## src/rtl/data_mem_arbiter_pkg.sv

```systemverilog
// data_mem_arb_pkg: shared types and constants for the data-memory arbiter.
//   arb_state_t : IDLE / ADDR / RESP transaction states
//   owner_t     : owner index type for the default requester count
//   idx_width() : index width helper for any requester count
package data_mem_arb_pkg;

  typedef enum logic [1:0] {
    IDLE = 2'd0,
    ADDR = 2'd1,
    RESP = 2'd2
  } arb_state_t;

  localparam int unsigned DEFAULT_NUM_REQ        = 2;
  localparam int unsigned DEFAULT_TIMEOUT_CYCLES = 64;

  function automatic int unsigned idx_width(input int unsigned n);
    return (n > 1) ? $clog2(n) : 1;
  endfunction

  localparam int unsigned OWNER_W = idx_width(DEFAULT_NUM_REQ);
  typedef logic [OWNER_W-1:0] owner_t;

endpackage

```

## src/rtl/data_mem_rr_picker.sv

```systemverilog
// data_mem_rr_picker: combinational round-robin pick.
//   i_req   : request vector
//   i_ptr   : priority pointer (highest-priority index)
//   o_idx   : first requesting index at or after i_ptr, wrapping
//   o_valid : at least one request present
module data_mem_rr_picker
  import data_mem_arb_pkg::*;
#(
  parameter int unsigned NUM_REQ = DEFAULT_NUM_REQ,
  parameter int unsigned IDX_W   = idx_width(NUM_REQ)
) (
  input  logic [NUM_REQ-1:0] i_req,
  input  logic [IDX_W-1:0]   i_ptr,
  output logic [IDX_W-1:0]   o_idx,
  output logic               o_valid
);

  logic [IDX_W-1:0] w_hi_idx;
  logic [IDX_W-1:0] w_lo_idx;
  logic             w_hi_valid;
  logic             w_lo_valid;

  // Lowest request at/after the pointer wins; otherwise wrap to the lowest overall.
  always_comb begin
    w_hi_idx   = '0;
    w_lo_idx   = '0;
    w_hi_valid = 1'b0;
    w_lo_valid = 1'b0;
    for (int unsigned j = 0; j < NUM_REQ; j++) begin
      if (i_req[j] && !w_lo_valid) begin
        w_lo_idx   = IDX_W'(j);
        w_lo_valid = 1'b1;
      end
      if (i_req[j] && (j >= 32'(i_ptr)) && !w_hi_valid) begin
        w_hi_idx   = IDX_W'(j);
        w_hi_valid = 1'b1;
      end
    end
    o_valid = w_lo_valid;
    o_idx   = w_hi_valid ? w_hi_idx : w_lo_idx;
  end

endmodule

```

## src/rtl/data_mem_arbiter.sv

```systemverilog
// data_mem_arbiter: round-robin sharing of one data_memory port (req/gnt/rvalid)
// between NUM_REQ requesters, one outstanding transaction at a time.
//   clk, rst                      : clock, asynchronous active-high reset
//   req_i/addr_i/we_i/be_i/wdata_i: per-requester address phase
//   gnt_o/rvalid_o/err_o          : per-requester handshake, owner only
//   rdata_o                       : shared read data, qualified by rvalid_o
//   mem_*_o / mem_*_i             : data_memory side
// Optional: define DATA_MEM_ARBITER_TIMEOUT_EN to enable a response watchdog
// that answers with rvalid+err after TIMEOUT_CYCLES cycles in RESP.
module data_mem_arbiter
  import data_mem_arb_pkg::*;
#(
  parameter int unsigned ADDR_WIDTH     = 8,
  parameter int unsigned DATA_WIDTH     = 32,
  parameter int unsigned NUM_REQ        = DEFAULT_NUM_REQ,
  parameter int unsigned TIMEOUT_CYCLES = DEFAULT_TIMEOUT_CYCLES
) (
  input  logic                                   clk,
  input  logic                                   rst,
  input  logic [NUM_REQ-1:0]                     req_i,
  input  logic [NUM_REQ-1:0][ADDR_WIDTH-1:0]     addr_i,
  input  logic [NUM_REQ-1:0]                     we_i,
  input  logic [NUM_REQ-1:0][DATA_WIDTH/8-1:0]   be_i,
  input  logic [NUM_REQ-1:0][DATA_WIDTH-1:0]     wdata_i,
  output logic [NUM_REQ-1:0]                     gnt_o,
  output logic [NUM_REQ-1:0]                     rvalid_o,
  output logic [DATA_WIDTH-1:0]                  rdata_o,
  output logic [NUM_REQ-1:0]                     err_o,
  output logic                                   mem_req_o,
  output logic [ADDR_WIDTH-1:0]                  mem_addr_o,
  output logic                                   mem_we_o,
  output logic [DATA_WIDTH/8-1:0]                mem_be_o,
  output logic [DATA_WIDTH-1:0]                  mem_wdata_o,
  input  logic                                   mem_gnt_i,
  input  logic                                   mem_rvalid_i,
  input  logic [DATA_WIDTH-1:0]                  mem_rdata_i,
  input  logic                                   mem_err_i
);

  localparam int unsigned IDX_W = idx_width(NUM_REQ);
  typedef logic [IDX_W-1:0] idx_t;

  if (NUM_REQ < 2 || TIMEOUT_CYCLES < 1) begin : g_cfg_check
    $error("data_mem_arbiter: NUM_REQ must be >= 2 and TIMEOUT_CYCLES >= 1");
  end

  arb_state_t r_state;
  arb_state_t w_state_nxt;
  idx_t       r_owner;
  idx_t       r_ptr;
  idx_t       w_pick_idx;
  idx_t       w_owner_inc;
  logic       w_pick_valid;
  logic       w_timeout;
  logic       w_done;

  data_mem_rr_picker #(
    .NUM_REQ (NUM_REQ),
    .IDX_W   (IDX_W)
  ) u_picker (
    .i_req   (req_i),
    .i_ptr   (r_ptr),
    .o_idx   (w_pick_idx),
    .o_valid (w_pick_valid)
  );

  assign w_owner_inc = (r_owner == idx_t'(NUM_REQ - 1)) ? '0 : r_owner + idx_t'(1);
  assign w_done      = (r_state == RESP) && (mem_rvalid_i || w_timeout);

`ifdef DATA_MEM_ARBITER_TIMEOUT_EN
  localparam int unsigned TO_W = $clog2(TIMEOUT_CYCLES + 1);
  logic [TO_W-1:0] r_to_cnt;

  // Held at zero outside RESP, so it always starts from zero on entry.
  always_ff @(posedge clk or posedge rst) begin
    if (rst) begin
      r_to_cnt <= '0;
    end else if (r_state != RESP) begin
      r_to_cnt <= '0;
    end else begin
      r_to_cnt <= r_to_cnt + TO_W'(1);
    end
  end

  assign w_timeout = (r_state == RESP) && (r_to_cnt == TO_W'(TIMEOUT_CYCLES - 1));
`else
  assign w_timeout = 1'b0;
`endif

  always_ff @(posedge clk or posedge rst) begin
    if (rst) begin
      r_state <= IDLE;
      r_owner <= '0;
      r_ptr   <= '0;
    end else begin
      r_state <= w_state_nxt;
      if (r_state == IDLE && w_pick_valid) begin
        r_owner <= w_pick_idx;
      end
      if (w_done) begin
        r_ptr <= w_owner_inc;
      end
    end
  end

  always_comb begin
    w_state_nxt = r_state;
    gnt_o       = '0;
    rvalid_o    = '0;
    err_o       = '0;
    rdata_o     = '0;
    mem_req_o   = 1'b0;
    mem_addr_o  = '0;
    mem_we_o    = 1'b0;
    mem_be_o    = '0;
    mem_wdata_o = '0;
    case (r_state)
      IDLE: begin
        if (w_pick_valid) begin
          w_state_nxt = ADDR;
        end
      end
      ADDR: begin
        // Live owner inputs; mem_req_o stays high even if the owner drops req.
        mem_req_o      = 1'b1;
        mem_addr_o     = addr_i[r_owner];
        mem_we_o       = we_i[r_owner];
        mem_be_o       = be_i[r_owner];
        mem_wdata_o    = wdata_i[r_owner];
        gnt_o[r_owner] = mem_gnt_i;
        if (mem_gnt_i) begin
          w_state_nxt = RESP;
        end
      end
      RESP: begin
        rvalid_o[r_owner] = mem_rvalid_i;
        err_o[r_owner]    = mem_err_i;
        rdata_o           = mem_rdata_i;
        if (!mem_rvalid_i && w_timeout) begin
          rvalid_o[r_owner] = 1'b1;
          err_o[r_owner]    = 1'b1;
          rdata_o           = '0;
        end
        if (w_done) begin
          w_state_nxt = IDLE;
        end
      end
      default: w_state_nxt = IDLE;
    endcase
  end

`ifndef SYNTHESIS
  a_owner_holds_req: assert property (@(posedge clk) disable iff (rst)
    (r_state == ADDR) |-> req_i[r_owner])
    else $error("data_mem_arbiter: owner dropped req_i before gnt");
`endif

endmodule

```

## config.mk

```make
export PLATFORM = sky130hd
export DESIGN_NAME = data_mem_arbiter
export DESIGN_NICKNAME = d
export VERILOG_FILES = /design/src/rtl/data_mem_arbiter_pkg.sv /design/src/rtl/data_mem_rr_picker.sv /design/src/rtl/data_mem_arbiter.sv
export SDC_FILE = /design/constraint.sdc
export NUM_CORES = 1
export LEC_CHECK = 0
export ABC_AREA = 0
export CORE_AREA = 4 4 80 82
export CTS_CLUSTER_SIZE = 28
export DETAILED_ROUTE_END_ITERATION = 6
export DIE_AREA = 0 0 84 86
export DONT_BUFFER_PORTS = 1
export GPL_TIMING_DRIVEN = 0
export PLACE_DENSITY = 0.41
export RECOVER_POWER = 25
export SETUP_SLACK_MARGIN = 0.02
export SYNTH_ARGS = -nofsm -noshare
export SYNTH_HDL_FRONTEND = slang
export SYNTH_HIERARCHICAL = 1
export SYNTH_SLANG_ARGS = --single-unit
```

## constraint.sdc

```tcl
create_clock -name clk -period 3.3 [get_ports clk]
set_input_delay 0.33 -clock clk [delete_from_list [all_inputs] [get_ports clk]]
set_output_delay 0.33 -clock clk [all_outputs]
set_load 0.005 [all_outputs]
```

# Word-level counts from Yosys, hierarchy flattened

Index checks and enable logic that the tools add are counted.

Bits in registers: 4
Latch bits: 0
RAM bits: 0
Memory bits (read-only): 0
Bits of input ports: 129
Output and inout port bits: 84
Word-level logic and storage cells: 56
Memories kept: 0

Add/sub/neg operators: 1
Multiply operators: 0
Divide/modulo/power cells: 0
Order comparisons: 3
Eq/ne operators: 5
Shift operators: 0
Multiplexer cells: 31
Bitwise operators: 3
Reductions and logical operators: 10

Operators by type and width:

| operator            | count |
|---|---|
| $mux 32             | 4 |
| $mux 8              | 3 |
| $mux 1              | 13 |
| $mux 2              | 6 |
| $mux 4              | 3 |
| $and 2x2->2         | 3 |
| $logic_and 1x1->1   | 6 |
| $ne 2x2->1 const B  | 3 |
| $pmux 2 s3          | 1 |
| $reduce_and 3->1    | 1 |
| $eq 2x1->1 const B  | 1 |
| $eq 2x2->1 const B  | 1 |
| $logic_not 1->1     | 2 |
| $logic_not 2->1     | 1 |
| $lt 1x2->1 const B  | 1 |
| $add 1x1->1 const B | 1 |
| $demux 1 s1         | 1 |
| $ge 1x1->1 const A  | 1 |
| $ge 1x1->1 const B  | 1 |

# Longest topological paths before layout

Gate-level depths: netlist of the first run.

Depth after elaboration: 7
Depth in mapped cells: 4
Gate-level depth less buffers: 3

# Cells and area by module

The synthesis of the first run kept the hierarchy.

By module, submodules not included:

| module             | times used | cells each | area an instance (µm²) | sequential area each (µm²) |
|---|---|---|---|---|
| data_mem_arbiter   | 1          | 161        | 1,272.5                | 100.1 |
| data_mem_rr_picker | 1          | 3          | 17.5                   | 0.0 |

# Worst setup path after synthesis of the first run

No wires, ideal clock.

Kind: register -> output
Start: register r_state[1]
End: output port mem_addr_o[1]
Arrival: 0.954 ns
Data required time: 2.970 ns
Path slack: 2.016 ns
Stages on the path, launching flop included: 5
Path buffers: 2
Path through: dfrtp_1 nand2b_1 buf_6 buf_6 nor2_2

Cells in the longest elaborated chain, start to end: 2

RTL lines:

| element                | RTL line                | RTL |
|---|---|---|
| from (decl)            | data_mem_arbiter.sv:47  | `arb_state_t r_state;` |
| from (signal assigned) | data_mem_arbiter.sv:96  | `r_state <= w_state_nxt;` |
| $eq 2x1->1             | data_mem_arbiter.sv:117 | `case (r_state)` |
| $mux 8                 | data_mem_arbiter.sv:117 |  |
| to (decl)              | data_mem_arbiter.sv:30  | `output logic [ADDR_WIDTH-1:0] mem_addr_o,` |

No other way between the ends.

# Final worst setup path of the first run

Start: register r_owner
End: output port mem_addr_o[4]

Cells in the longest elaborated chain, start to end: 3

RTL lines:

| element                                    | RTL line                | RTL |
|---|---|---|
| from (decl)                                | data_mem_arbiter.sv:49  | `idx_t r_owner;` |
| from (signal assigned)                     | data_mem_arbiter.sv:98  | `r_owner <= w_pick_idx;` |
| $mux 8 (not written as such) (2 in series) | data_mem_arbiter.sv:126 | `mem_addr_o = addr_i[r_owner];` |
| $mux 8                                     | data_mem_arbiter.sv:117 |  |

No other way between the ends. The select of a mux whose other input is x is not followed.

==> results by group, run 1 <==
Status
  – Status: completed

Clock network
  – CTS buffer count: 3
  – Post-cts hold buffer count: 1
  – H-Tree Depth: 1
  – Clock latency on the worst-skew pair: 220 ps
  – Clock transition at path regs: 30 ps
  – Clock sinks: 4
  – Post-CTS setup buffers: 0
  – CTS Buffer Depth: 2
  – CTS tree: done
  – Resized Gates After CTS: 0
  – Root buffer cell: clkbuf_8

GRT
  – GRT overflow: 0
  – Total track usage: 11.4%
  – First-pass GRT wire length: 6670 um
  – Largest net degree at the start of global routing: 11
  – Initial antenna violation count: 0
  – Vias in the first global route: 1198

Place
  – # port buffers: 0
  – GP Congestion: 0.728
  – Placed cell count: 239
  – Dpl cell area: 0.00138 mm2
  – HPWL Detailed: 4300 um
  – Place WS: 1860 ps

Routing
  – Number of routed nets with antenna violations: 0
  – Drt wl/cell: 19.7 um
  – DRT Pass-1 Iters: 2
  – Via density: 4.86
  – Post-route DRC violation count: 0
  – Routed WL: 4790 um
  – Via Count: 1182
  – DR iter-0 viols: 3

Setup path
  – Data required, critical path: 2970 ps
  – Most common cell on crit path: clkbuf_1
  – Delay-heaviest family, CP: buffers and inverters
  – Worst path cell trace: clkbuf_1 -> clkbuf_1 -> mux2i_1 -> nor2_2
  – WP buf/inv: 2
  – CP max stage delay: 580 ps
  – CP max stage cell: clkbuf_1
  – Startpoint types: flip-flop
  – WS Path Type: reg -> out
  – Crit Path Max Fanout: 10
  – Arr. time, crit path: 1840 ps
  – Endpoint type of the worst setup path: output pin

STA
  – Max-slew headroom: 55.2%
  – Worst Tran Pin Value: 672 ps
  – Post-layout minimum cycle time: 2170 ps
  – Setup_tns: 0 ps
  – RSZ-0062 raised after global routing: false
  – Final slew viol count: 0
  – Fin worst setup slack: 1130 ps
  – Fmax: 461 MHz
  – Hold Violations, Final: 0
  – Count of final setup violators: 0
  – Tcrit/Tclk final: 65.8%
  – Worst hold slack: 234 ps
  – Layout Skew: 0.363 ps

Logic synthesis
  – Syn_nets: 293
  – Yosys warns: 6
  – Synth unique cells: 23
  – Mapped Area: 0.00129 mm2
  – Synth Instances: 164
  – Syn Area/Cell: 7.87 um2
  – Seq/Total Area, Yosys: 7.76%
  – Count of state elements after synthesis: 4

Pwr
  – P_leak: 0.000638 uW
  – NetSw: 651 uW
  – Clock network fraction of total power: 8.3%
  – Register share of total power: 8.0%
  – Combinational fraction of design power: 83.7%
  – VDD IR max: 0.000288 V
  – Switch share: 53.0%
  – PwrDens: 870 mW/mm2
  – Pint: 576 uW

Die
  – Horiz. Die Dim: 84 um
  – Starting density of the core: 22.5%
  – Core area: 0.00575 mm2
  – Io pins: 213
  – Rows: 28
  – Die Height: 86 um
  – Die area: 0.00722 mm2

Min path
  – Worst hold path class: in -> reg

Cells and area
  – Synth-to-Final Area Change: 9.41%
  – Cell Count, Final, Fillers Out: 243
  – Share of layout cells above drive strength 1: 32.1%
  – Final net count: 299
  – Design Area, Final: 0.00141 mm2
  – Diodes inserted: 0

Flow run
  – Max Cap Viol: 0
-- metrics by stage --
| stage | power [uW] | util [%] |
|---|---|---|
| after floorplan | 1010 | - |
| after global placement | 1190 | 24.1 |
| after detailed placement | 1190 | 24.1 |
| after CTS | 1300 | 25.0 |
| after global routing | 1350 | 24.6 |
| final | 1230 | 24.6 |
-- layout make-up --
type | instances | area (um2)
Sequential cell | 4 | 100
Fill cell | 655 | 4330
Clock buffer | 3 | 41.3
Multi-Input combinational cell | 142 | 1050
Timing Repair Buffer | 1 | 10.0
Buffer | 14 | 97.6
Tap cell | 75 | 93.8
Inverter | 4 | 15.0
-- cells in the mapped netlist --
cell | number | share of area, %
buf_2 | 1 | 0.39
nor3b_1 | 2 | 1.2
clkbuf_4 | 1 | 0.58
and2_1 | 32 | 16
dfrtp_1 | 4 | 7.8
mux2i_1 | 46 | 36
nand2b_1 | 3 | 1.5
clkbuf_2 | 3 | 1.2
nor2_1 | 7 | 2.0
o21ai_0 | 1 | 0.39
and3_1 | 3 | 1.5
nor2b_4 | 1 | 1.1
inv_1 | 3 | 0.87
nand3b_1 | 2 | 1.2
buf_6 | 5 | 4.4
inv_2 | 1 | 0.29
nor2_2 | 40 | 19
a21boi_1 | 1 | 0.58
or2_1 | 1 | 0.49
or2b_1 | 1 | 0.58
mux2_2 | 1 | 0.87
a21oi_1 | 1 | 0.39
buf_4 | 4 | 2.3
-- worst paths after layout --
path	endpoint	depth (start not counted)	from	slack, ps
setup / recovery	mem_addr_o[4]	4	r_owner	1130
hold / removal	r_state[1]	1	mem_rvalid_i	230
setup reg to reg	r_owner	3	r_owner	1790
hold reg to reg	r_ptr	2	r_ptr	520
max in group asynchronous	r_state[0]	2	rst	2700
min in group asynchronous	r_state[1]	2	rst	440
-- registers in the layout (all words and copies together), names as in the netlist --
name / count
r_owner: 1
r_ptr: 1
r_state: 2
-- logic make-up (layout without fill, tap and decap cells) --
family	count (synthesis)	count (layout)	synth area share, %
buf+inv	18	22	9.99
flops	4	4	7.76
mux	47	47	36.6
simple gates	92	92	44.3
compound gates	3	3	1.36
-- power by group through the flow --
stage | Combinational, uW | Sequential, uW | Clock, uW
finish | 1030 | 98.2 | 102
floorplan | 914 | 94.5 | 0
global route | 1140 | 103 | 110
CTS | 1090 | 101 | 107
global placement | 1090 | 102 | 0
detailed placement | 1090 | 102 | 0
-- metal layers --
| layer | routed length (um) | GRT usage (%) | up-vias |
|---|---|---|---|
| met1 | 1520 | 11.1 | 509 |
| met2 | 2630 | 22.6 | 127 |
| met4 | 0 | 1.75 | 0 |
| met5 | 0 | 0 | - |
| met3 | 645 | 4.90 | 0 |
| li1 | - | - | 546 |
-- layout by cell type (no fill, tap or decap), types with 2 or more instances in the layout --
cell type,synthesis,final
mux2i_1,46,46
nor2_2,40,40
and2_1,32,31
nor2_1,7,7
clkbuf_1,0,4
inv_1,3,4
buf_6,5,4
dfrtp_1,4,4
nand2b_1,3,3
clkbuf_2,3,3
and3_1,3,3
clkbuf_8,0,3
nand3b_1,2,2
buf_4,4,2
nor3b_1,2,2
(Power assumes the default switching activity.)
==> run 2: changes to the inputs <==
- clock period: 3.3 -> 2.3 ns (I/O delays scaled with it)
==> results by group, run 2 (synthesis gave the netlist of run 1 again) <==
Cells and area
  – Fillers: 654 (-0.15%)
  – Most common cell after layout, fill and taps aside: mux2i_1
  – Synth-to-Final Area Change: 10.3%
  – Largest regs: r_state (2), r_owner (1), r_ptr (1)
  – Final net count: 299 (unchanged)
  – Largest register FFs: 2 (unchanged)
  – Most frequent cells in the layout: 46 x mux2i_1, 40 x nor2_2, 31 x and2_1
  – Area of the multi-input gates: 0.00105 mm2 (unchanged)
  – Largest register by flop count: r_state
  – Share of layout cells above drive strength 1: 33.9% (+1.8 points)
  – Diodes inserted: 0 (unchanged)
  – Final core occ: 24.8% (+0.20 points)
  – Register Area: 100 um2 (unchanged)
  – Design Area, Final: 0.00142 mm2 (+0.80%)

Routing
  – DR iter-0 viols: 3 (unchanged)
  – Routed WL: 4790 um (about the same)
  – Drt wl/cell: 19.7 um (about the same)
  – Number of routed nets with antenna violations: 0 (unchanged)
  – Via Count: 1182 (unchanged)
  – Max Used Layer: met3
  – Via density: 4.86 (unchanged)
  – DRT Pass-1 Iters: 2 (unchanged)
  – Met1 wire length: 1510 um (-0.33%)
  – Met3 routed WL: 645 um (unchanged)
  – Post-route DRC violation count: 0 (unchanged)
  – Met2 WL: 2630 um (about the same)

Setup path
  – CP max stage cell: clkbuf_1
  – Endpoint type of the worst setup path: output pin
  – Crit Path Max Fanout: 10 (unchanged)
  – Arr. time, crit path: 1590 ps (-250 ps)
  – Worst path cell trace: buf_4 -> clkbuf_1 -> mux2i_1 -> nor2_2
  – CP max stage delay: 540 ps (-40 ps)
  – Startpoint types: flip-flop
  – WS Path Type: reg -> out
  – Data required, critical path: 2070 ps (-900 ps)

STA
  – Max-slew headroom: 55.0% (-0.19 points)
  – Post-layout minimum cycle time: 1820 ps
  – Worst hold slack: 134 ps (-100 ps)
  – Hold Violations, Final: 0 (unchanged)
  – Setup_tns: 0 ps (unchanged)
  – Layout Skew: 0.333 ps (-0.0295 ps)
  – Tcrit/Tclk final: 79.0%
  – Fmax: 550 MHz
  – RSZ-0062 raised after global routing: false
  – Worst Tran Pin Value: 675 ps (+2.91 ps)
  – Final slew viol count: 0 (unchanged)
  – Count of final setup violators: 0 (unchanged)

Die
  – Die Height: 86 um (unchanged)
  – Core area: 0.00575 mm2 (unchanged)
  – Starting density of the core: 22.5% (unchanged)
  – Io pins: 213 (unchanged)
  – Die area: 0.00722 mm2 (unchanged)
  – Horiz. Die Dim: 84 um (unchanged)
  – Rows: 28 (unchanged)

GRT
  – First-pass GRT wire length: 6670 um (unchanged)
  – Largest net degree at the start of global routing: 11 (unchanged)
  – Initial antenna violation count: 0 (unchanged)
  – Vias in the first global route: 1198 (unchanged)
  – Total track usage: 11.4% (unchanged)
  – GRT overflow: 0 (unchanged)

Pwr
  – PwrDens: 1260 mW/mm2 (+45%)
  – P_leak: 0.000645 uW (+1.1%)
  – VDD IR max: 0.000416 V (+45%)

Clock network
  – CTS buffer count: 3 (unchanged)
  – Root buffer cell: clkbuf_8
  – Clock transition at path regs: 30 ps (about the same)
  – Clock sinks: 4 (unchanged)
  – H-Tree Depth: 1 (unchanged)
  – Resized Gates After CTS: 0 (unchanged)
  – CTS tree: done
  – CTS Buffer Depth: 2 (unchanged)
  – Clock latency on the worst-skew pair: 220 ps (about the same)

Place
  – GP Congestion: 0.728 (unchanged)
  – # port buffers: 0 (unchanged)
  – HPWL Detailed: 4300 um (unchanged)
  – Dpl cell area: 0.00138 mm2 (unchanged)

Min path
  – Worst hold path class: in -> reg

Status
  – Status: completed

Flow run
  – Max Cap Viol: 0 (unchanged)
-- run 2: cell count changes in the layout (fill, tap and decap cells not counted) --
| cell | delta |
|---|---|
| clkbuf_1 | -2 |
| buf_6 | +1 |
| buf_4 | +1 |
| inv_1 | -1 |
| inv_2 | +1 |
-- run 2: layout make-up --
cell class / count / area share [%]
buffer: 14 / 7.65
tap: 75 / 6.60
multi-input combinational: 142 / 74.1
timing repair buffer: 1 / 0.704
sequential: 4 / 7.04
inverter: 4 / 1.06
clock buffer: 3 / 2.90
-- run 2: what timing repair did --
item                                    in CTS  in global routing
buffers inserted                             0                  0
endpoints found under the hold margin        4                  0
endpoints found under the setup margin       0                  0
hold buffers                                 1                  0
-- run 2: per-stage QoR --
step	setup slack, ps	power (uW)	cells
6_report	483	1790	243
5_1_grt	336	1970	243
4_1_cts	725	1860	243
3_5_place_dp	960	1700	239
3_3_place_gp	963	1710	239
2_1_floorplan	1120	1450	164
-- run 2: path summary, 6_finish.rpt --
| kind | depth (start not counted) | to | slack [ps] | startpoint |
|---|---|---|---|---|
| setup / recovery | 4 | mem_addr_o[4] | 480 | r_owner |
| hold / removal | 1 | r_state[1] | 130 | mem_rvalid_i |
| setup reg to reg | 3 | r_owner | 1040 | r_owner |
| hold reg to reg | 2 | r_ptr | 520 | r_ptr |
| max in group asynchronous | 2 | r_state[0] | 1800 | rst |
| min in group asynchronous | 2 | r_state[1] | 340 | rst |
-- run 2: critical path: cells and delay by family (launching register included) --
| family | cells | cell delay (ps) |
|---|---|---|
| buf+inv | 2 | 710 |
| flops | 1 | 310 |
| mux | 1 | 290 |
| simple gates | 1 | 60 |
-- run 2: routing by layer --
layer  vias to the layer above  track usage, %
met5                         -               0
met4                         0            1.75
met3                         0            4.90
met2                       127            22.6
met1                       510            11.1
li1                        545               -
-- run 2: power by group --
| part | leakage, uW | internal (uW) | switching [uW] | total, uW |
|---|---|---|---|---|
| Clock | 0.0000216 | 111 | 35.1 | 147 |
| Sequential | 0.0000478 | 105 | 35.8 | 141 |
| Combinational | 0.000575 | 636 | 866 | 1500 |
| Total | 0.000645 | 853 | 937 | 1790 |
